### src/rtl/sram_qpi_engine_pkg.sv
// Shared definitions for the QPI SRAM sequencer: default sizing and the 4-bit FSM encoding.
// The DUMMY state only exists when SRAM_QPI_DUMMY_EN is defined.
package sram_qpi_engine_pkg;

  localparam int DEF_CLK_DIV = 2;
  localparam int DEF_LEN_W   = 16;

  typedef enum logic [3:0] {
    ST_IDLE     = 4'd0,
    ST_CS_SETUP = 4'd1,
    ST_TX_LO    = 4'd2,
    ST_TX_HI    = 4'd3,
`ifdef SRAM_QPI_DUMMY_EN
    ST_DUMMY    = 4'd4,
`endif
    ST_TURN     = 4'd5,
    ST_RX_LO    = 4'd6,
    ST_RX_HI    = 4'd7,
    ST_CS_HOLD  = 4'd8,
    ST_FIN      = 4'd9
  } state_t;

endpackage

### src/rtl/sram_qpi_engine_half_tick.sv
// Half-period strobe generator for the QPI serial clock.
// Counts CLK_DIV cycles per strobe; clears while disabled and freezes while stalled.
module qpi_half_tick #(
  parameter int CLK_DIV = 2
) (
  input  logic clock,
  input  logic reset_n,
  input  logic enable,
  input  logic stall,
  output logic half_tick,
  output logic phase_first
);

  localparam int            CW   = (CLK_DIV > 1) ? $clog2(CLK_DIV) : 1;
  localparam logic [CW-1:0] LAST = CW'(CLK_DIV - 1);

  logic [CW-1:0] count;

  always_ff @(posedge clock or negedge reset_n) begin
    if (!reset_n) begin
      count <= '0;
    end else if (!enable) begin
      count <= '0;
    end else if (!stall) begin
      count <= (count == LAST) ? '0 : count + 1'b1;
    end
  end

  assign half_tick   = enable && !stall && (count == LAST);
  // Every phase starts on a zero count, so this marks its first cycle.
  assign phase_first = (count == '0);

endmodule

### src/rtl/sram_qpi_engine.sv
// QPI transaction sequencer: writes tx_len bytes then reads rx_len bytes as nibbles under CS.
// Optional dummy clocks between write and read phases are built with SRAM_QPI_DUMMY_EN.
module sram_qpi_engine
  import sram_qpi_engine_pkg::*;
#(
  parameter int CLK_DIV = DEF_CLK_DIV,
  parameter int LEN_W   = DEF_LEN_W
) (
  input  logic             clock,
  input  logic             reset_n,
  input  logic             start,
  input  logic [LEN_W-1:0] tx_len,
  input  logic [LEN_W-1:0] rx_len,
  input  logic [7:0]       tx_data,
  input  logic             tx_valid,
  output logic             tx_ready,
  output logic [7:0]       rx_data,
  output logic             rx_valid,
  output logic             busy,
  output logic             done,
  output logic             qpi_cs,
  output logic             qpi_clock,
  output logic [3:0]       qpi_data_out,
  output logic             qpi_oe,
  input  logic [3:0]       qpi_data_in
`ifdef SRAM_QPI_DUMMY_EN
  ,input logic [3:0]       dummy_cycles
`endif
);

  state_t           state, state_d, after_tx, rx_or_hold;
  logic [LEN_W-1:0] tx_cnt, rx_cnt;
  logic [3:0]       tx_lo_q, rx_hi_q, sio_q;
  logic             nib, loaded, tx_wait, stall, half_tick, phase_first;
`ifdef SRAM_QPI_DUMMY_EN
  logic [3:0]       dcnt;
  logic             dphase;
`endif

  qpi_half_tick #(.CLK_DIV(CLK_DIV)) u_tick (
    .clock      (clock),
    .reset_n    (reset_n),
    .enable     (busy),
    .stall      (stall),
    .half_tick  (half_tick),
    .phase_first(phase_first)
  );

  // The first nibble of each byte waits for the producer; the phase freezes meanwhile.
  assign tx_wait  = (state == ST_TX_LO) && !nib && !loaded;
  assign tx_ready = tx_wait && tx_valid;
  assign stall    = tx_wait && !tx_valid;

  assign busy      = (state != ST_IDLE) && (state != ST_FIN);
  assign done      = (state == ST_FIN);
  assign qpi_cs    = !busy;
  assign qpi_oe    = (state == ST_TX_LO) || (state == ST_TX_HI);
  assign qpi_data_out = tx_ready ? tx_data[7:4] : sio_q;
`ifdef SRAM_QPI_DUMMY_EN
  assign qpi_clock = (state == ST_TX_HI) || (state == ST_RX_HI) || ((state == ST_DUMMY) && dphase);
`else
  assign qpi_clock = (state == ST_TX_HI) || (state == ST_RX_HI);
`endif

  always_comb begin
    rx_or_hold = (rx_cnt != '0) ? ST_TURN : ST_CS_HOLD;
`ifdef SRAM_QPI_DUMMY_EN
    after_tx   = (dcnt != '0) ? ST_DUMMY : rx_or_hold;
`else
    after_tx   = rx_or_hold;
`endif
  end

  always_ff @(posedge clock or negedge reset_n) begin
    if (!reset_n) state <= ST_IDLE;
    else          state <= state_d;
  end

  always_comb begin
    state_d = state;
    case (state)
      ST_IDLE:     if (start) state_d = ((tx_len != '0) || (rx_len != '0)) ? ST_CS_SETUP : ST_FIN;
      ST_CS_SETUP: if (half_tick) state_d = (tx_cnt != '0) ? ST_TX_LO : after_tx;
      ST_TX_LO:    if (half_tick) state_d = ST_TX_HI;
      ST_TX_HI:    if (half_tick) state_d = (nib && (tx_cnt == LEN_W'(1))) ? after_tx : ST_TX_LO;
`ifdef SRAM_QPI_DUMMY_EN
      ST_DUMMY:    if (half_tick && dphase && (dcnt == 4'd1)) state_d = rx_or_hold;
`endif
      ST_TURN:     if (half_tick) state_d = ST_RX_LO;
      ST_RX_LO:    if (half_tick) state_d = ST_RX_HI;
      ST_RX_HI:    if (half_tick) state_d = (nib && (rx_cnt == LEN_W'(1))) ? ST_CS_HOLD : ST_RX_LO;
      ST_CS_HOLD:  if (half_tick) state_d = ST_FIN;
      ST_FIN:      state_d = ST_IDLE;
      default:     state_d = ST_IDLE;
    endcase
  end

  // Byte counters, nibble phase, SIO drive register and read assembly.
  always_ff @(posedge clock or negedge reset_n) begin
    if (!reset_n) begin
      tx_cnt   <= '0;
      rx_cnt   <= '0;
      tx_lo_q  <= '0;
      rx_hi_q  <= '0;
      sio_q    <= '0;
      nib      <= 1'b0;
      loaded   <= 1'b0;
      rx_data  <= '0;
      rx_valid <= 1'b0;
`ifdef SRAM_QPI_DUMMY_EN
      dcnt     <= '0;
      dphase   <= 1'b0;
`endif
    end else begin
      rx_valid <= 1'b0;
      if ((state == ST_IDLE) && start) begin
        tx_cnt <= tx_len;
        rx_cnt <= rx_len;
        nib    <= 1'b0;
        loaded <= 1'b0;
        sio_q  <= '0;
`ifdef SRAM_QPI_DUMMY_EN
        dcnt   <= dummy_cycles;
        dphase <= 1'b0;
`endif
      end
      if (tx_ready) begin
        tx_lo_q <= tx_data[3:0];
        sio_q   <= tx_data[7:4];
        loaded  <= 1'b1;
      end
      if (half_tick) begin
        case (state)
          ST_TX_HI: begin
            if (!nib) begin
              nib   <= 1'b1;
              sio_q <= tx_lo_q;
            end else begin
              nib    <= 1'b0;
              loaded <= 1'b0;
              tx_cnt <= tx_cnt - LEN_W'(1);
              if (tx_cnt == LEN_W'(1)) sio_q <= '0;
            end
          end
          ST_RX_HI: begin
            nib <= !nib;
            if (nib) rx_cnt <= rx_cnt - LEN_W'(1);
          end
`ifdef SRAM_QPI_DUMMY_EN
          ST_DUMMY: begin
            dphase <= !dphase;
            if (dphase) dcnt <= dcnt - 4'd1;
          end
`endif
          default: ;
        endcase
      end
      // Sample SIO in the cycle the serial clock rises.
      if ((state == ST_RX_HI) && phase_first) begin
        if (!nib) begin
          rx_hi_q <= qpi_data_in;
        end else begin
          rx_data  <= {rx_hi_q, qpi_data_in};
          rx_valid <= 1'b1;
        end
      end
    end
  end

endmodule

### config.mk
export PLATFORM = sky130hd
export DESIGN_NAME = sram_qpi_engine
export DESIGN_NICKNAME = d
export VERILOG_FILES = /design/src/rtl/sram_qpi_engine_pkg.sv /design/src/rtl/sram_qpi_engine_half_tick.sv /design/src/rtl/sram_qpi_engine.sv
export SDC_FILE = /design/constraint.sdc
export NUM_CORES = 1
export LEC_CHECK = 0
export CAP_MARGIN = 20
export CORE_MARGIN = 10
export CORE_UTILIZATION = 50
export DETAILED_ROUTE_END_ITERATION = 10
export PLACE_DENSITY = 0.73
export SETUP_SLACK_MARGIN = 0.3
export SLEW_MARGIN = 10
export SYNTH_ARGS = -nofsm -noshare
export SYNTH_HDL_FRONTEND = slang
export SYNTH_HIERARCHICAL = 1
export SYNTH_SLANG_ARGS = --single-unit
### constraint.sdc
create_clock -name clock -period 2.75 [get_ports clock]
set_input_delay 0.55 -clock clock [delete_from_list [all_inputs] [get_ports clock]]
set_output_delay 0.55 -clock clock [all_outputs]
set_load 0.02 [all_outputs]
==> metrics.txt <==
Post-synth EDFFs=0; TritonCTS clock tree=done; Post-Syn Instances=between 400 and 500; DR iter-0 viols=around 200; period utilization=0.926; H-tree depth=3; largest net degree at the start of global routing=61; count leader, synth=dfrtp_1; Seq/Total Area, Yosys=0.421; clk buf depth=2; fin crit period=2.55 ns; fmax=393 MHz; GR peak layer=met2; max capacitance violation total=0; slew margin rel.=0.694; drt drc=0; Pre-Repair DR Iteration Count=4; cts hold-fix bufs=0; Diodes inserted=0; Synth top area share=0.421; Port Buffer Count=66; Pwr Density=roughly 900 nW/um2; max-slew violations=0; RD Place Congestion=0.905; switching share of power=0.422; Core Area=between 6000 and 7000 um2; Synth Flop Type=dfrtp_1; Placement Cell Area=~4400 um2; layout cells sized above 1=0.184; clock skew=0.0142 ns; Ys Warns=6; initial core utilization=0.519; # IOs=67; setup violators final=0; Final Instance Area=4760 um2; Final ANT Viol Nets=0; # nets final=548; async set-reset flop share out of synthesis=1.00; GRT Total Usage=0.177; Synth area leader=dfrtp_1; routed len/inst=17.2 um; GRT met3 Usage=0.0266; met1 Track Usage GR=0.229; clock share of power=0.173; final hold violations=0; die area=10900 um2; worst hold slack=~0.21 ns; clock transition at the registers of the reported paths=0.08 ns; Pleak=0.00197 uW; Syn Nets=458; Post-Route WL=around 10000 um; vias per inst=5.76; Comb power frac=0.446; Skew-Pair Late Insertion Delay=between 0.3 and 0.4 ns; status=finished clean; Area Growth Syn to Fin=33.5%; crit start category=flop; crit-path max FO=5; die height=104 um; syn_area_per_cell=slightly below 9 um2; dpl hpwl=7280 um; CP Class=reg -> out; first-pass GRT wire length=16400 um; maximum vdd drop=0.424 mV; GRT met2 Usage=0.292; vias in the first global route=3378; RSZ-0062 raised after global routing=true; sequential power share=0.381; Crit. End Element=output pin; synth unique cells=65; initial antenna violation count=0; TritonCTS Buffers=9; Synth top cells by count=dfrtp_1 (60), nand2_1 (54), nor2_1 (49), a21oi_1 (29), o21ai_0 (19); Pint=2410 uW; setup_tns=0 ns; root buf cell=clkbuf_8; overall power=~4200 uW; placed insts=568; HP Class=in -> async; Cell Area, Synth=3570 um2; # rows=30; # clock sinks=60; Worst EP arrival=roughly 2 ns; die extent in x=104 um; Net Sw Power=1760 uW; gr ovfl total=0; Finished Layout Cells=a little under 600; Critical Path RT=around 2.2 ns; FF+latch count, synth=60; detailed-route via count=3433; Worst Max-Slew Pin Slew=around 0.45 ns; top cells by area, synth=dfrtp_1 (42%), nand2_1 (5.7%), nor2_1 (5.2%), a21oi_1 (4.1%), a311oi_1 (3.4%)
placed cells by master, fill, tap and decap left out, types with 6 or more instances in the layout:
cell             Yosys  routed
dfrtp_1             60      60
clkdlybuf4s50_1      0      56
nand2_1             54      54
nor2_1              49      49
a21oi_1             29      28
buf_4                1      27
o21ai_0             19      19
nand3_1             16      16
inv_1               17      15
a311oi_1            14      13
nor4_1              12      12
clkbuf_8             0      11
nor3_1              10       8
a211oi_1             7       7
buf_6                3       7
o22ai_1              6       6
mux2_2               6       6
critical path: stages (launching register included):
cell and delay [ns]:
dfrtp_1 0.42, nor3b_4 0.22, nor4b_4 0.27, nand2_2 0.14, buf_4 0.16, mux2i_2 0.22
inv_1 0.09, buf_6 0.14
power groups by stage:
stage | registers (uW) | clock network [uW] | logic, uW
floorplan | 1480 | 0 | 1160
global placement | 1560 | 0 | 1620
detailed placement | 1580 | 0 | 1680
CTS | 1570 | 727 | 1670
global route | 1640 | 765 | 2040
finish | 1590 | 721 | 1860
metrics by stage:
stage           util  worst slack (ns)
6_report       0.694             0.204
5_1_grt        0.694             0.105
4_1_cts        0.669             0.188
3_5_place_dp   0.642             0.181
3_3_place_gp   0.642             0.204
2_1_floorplan      -             0.307
sequential cells by signal, summed over array words and instances (netlist names):
name          cells
tx_cnt           16
u_tick/count      1
rx_data           8
rx_cnt           16
state             4
rx_hi_q           4
loaded            1
sio_q             4
nib               1
tx_lo_q           4
rx_valid          1
metal layers:
metal  share of wire  up-vias
li1                -     1673
met1            0.44     1654
met2            0.50       92
met3           0.046       14
met4           0.015        0
met5               0        -
cell type report:
cell class / count / area [um2]
inverter: 18 / 67.6
clock buffer: 11 / 151
sequential: 60 / 1500
timing repair buffer: 98 / 931
tap: 96 / 120
fill: 558 / 2100
multi-input combinational: 309 / 1970
clock inverter: 4 / 25.0
what timing repair did:
item,in CTS,in global routing
gates resized for setup,21,28
buffers inserted,3,10
setup endpoints to repair,8,26
pin swaps,1,9
path summary, 6_finish.rpt:
check | startpoint | to | slack, ns | cells after the start
max | state[3] | qpi_data_out[1] | 0.20 | 7
min | reset_n | rx_cnt[4] | 0.21 | 2
max reg2reg | state[3] | rx_cnt[6] | 0.31 | 12
min reg2reg | rx_hi_q[3] | rx_data[7] | 0.46 | 2
max in group asynchronous | reset_n | tx_cnt[2] | 2.26 | 2
min in group clock | rx_hi_q[3] | rx_data[7] | 0.46 | 2
cells by family (layout without fill, tap and decap cells):
family / Yosys count / after routing / synth area share
compound gates: 105 / 105 / 0.193
xor+xnor: 2 / 2 / 0.00491
fa+ha+maj: 4 / 4 / 0.0140
buf+inv: 37 / 131 / 0.0498
flops: 60 / 60 / 0.421
mux: 14 / 14 / 0.0428
simple gates: 184 / 184 / 0.275
(Power assumes the default switching activity.)
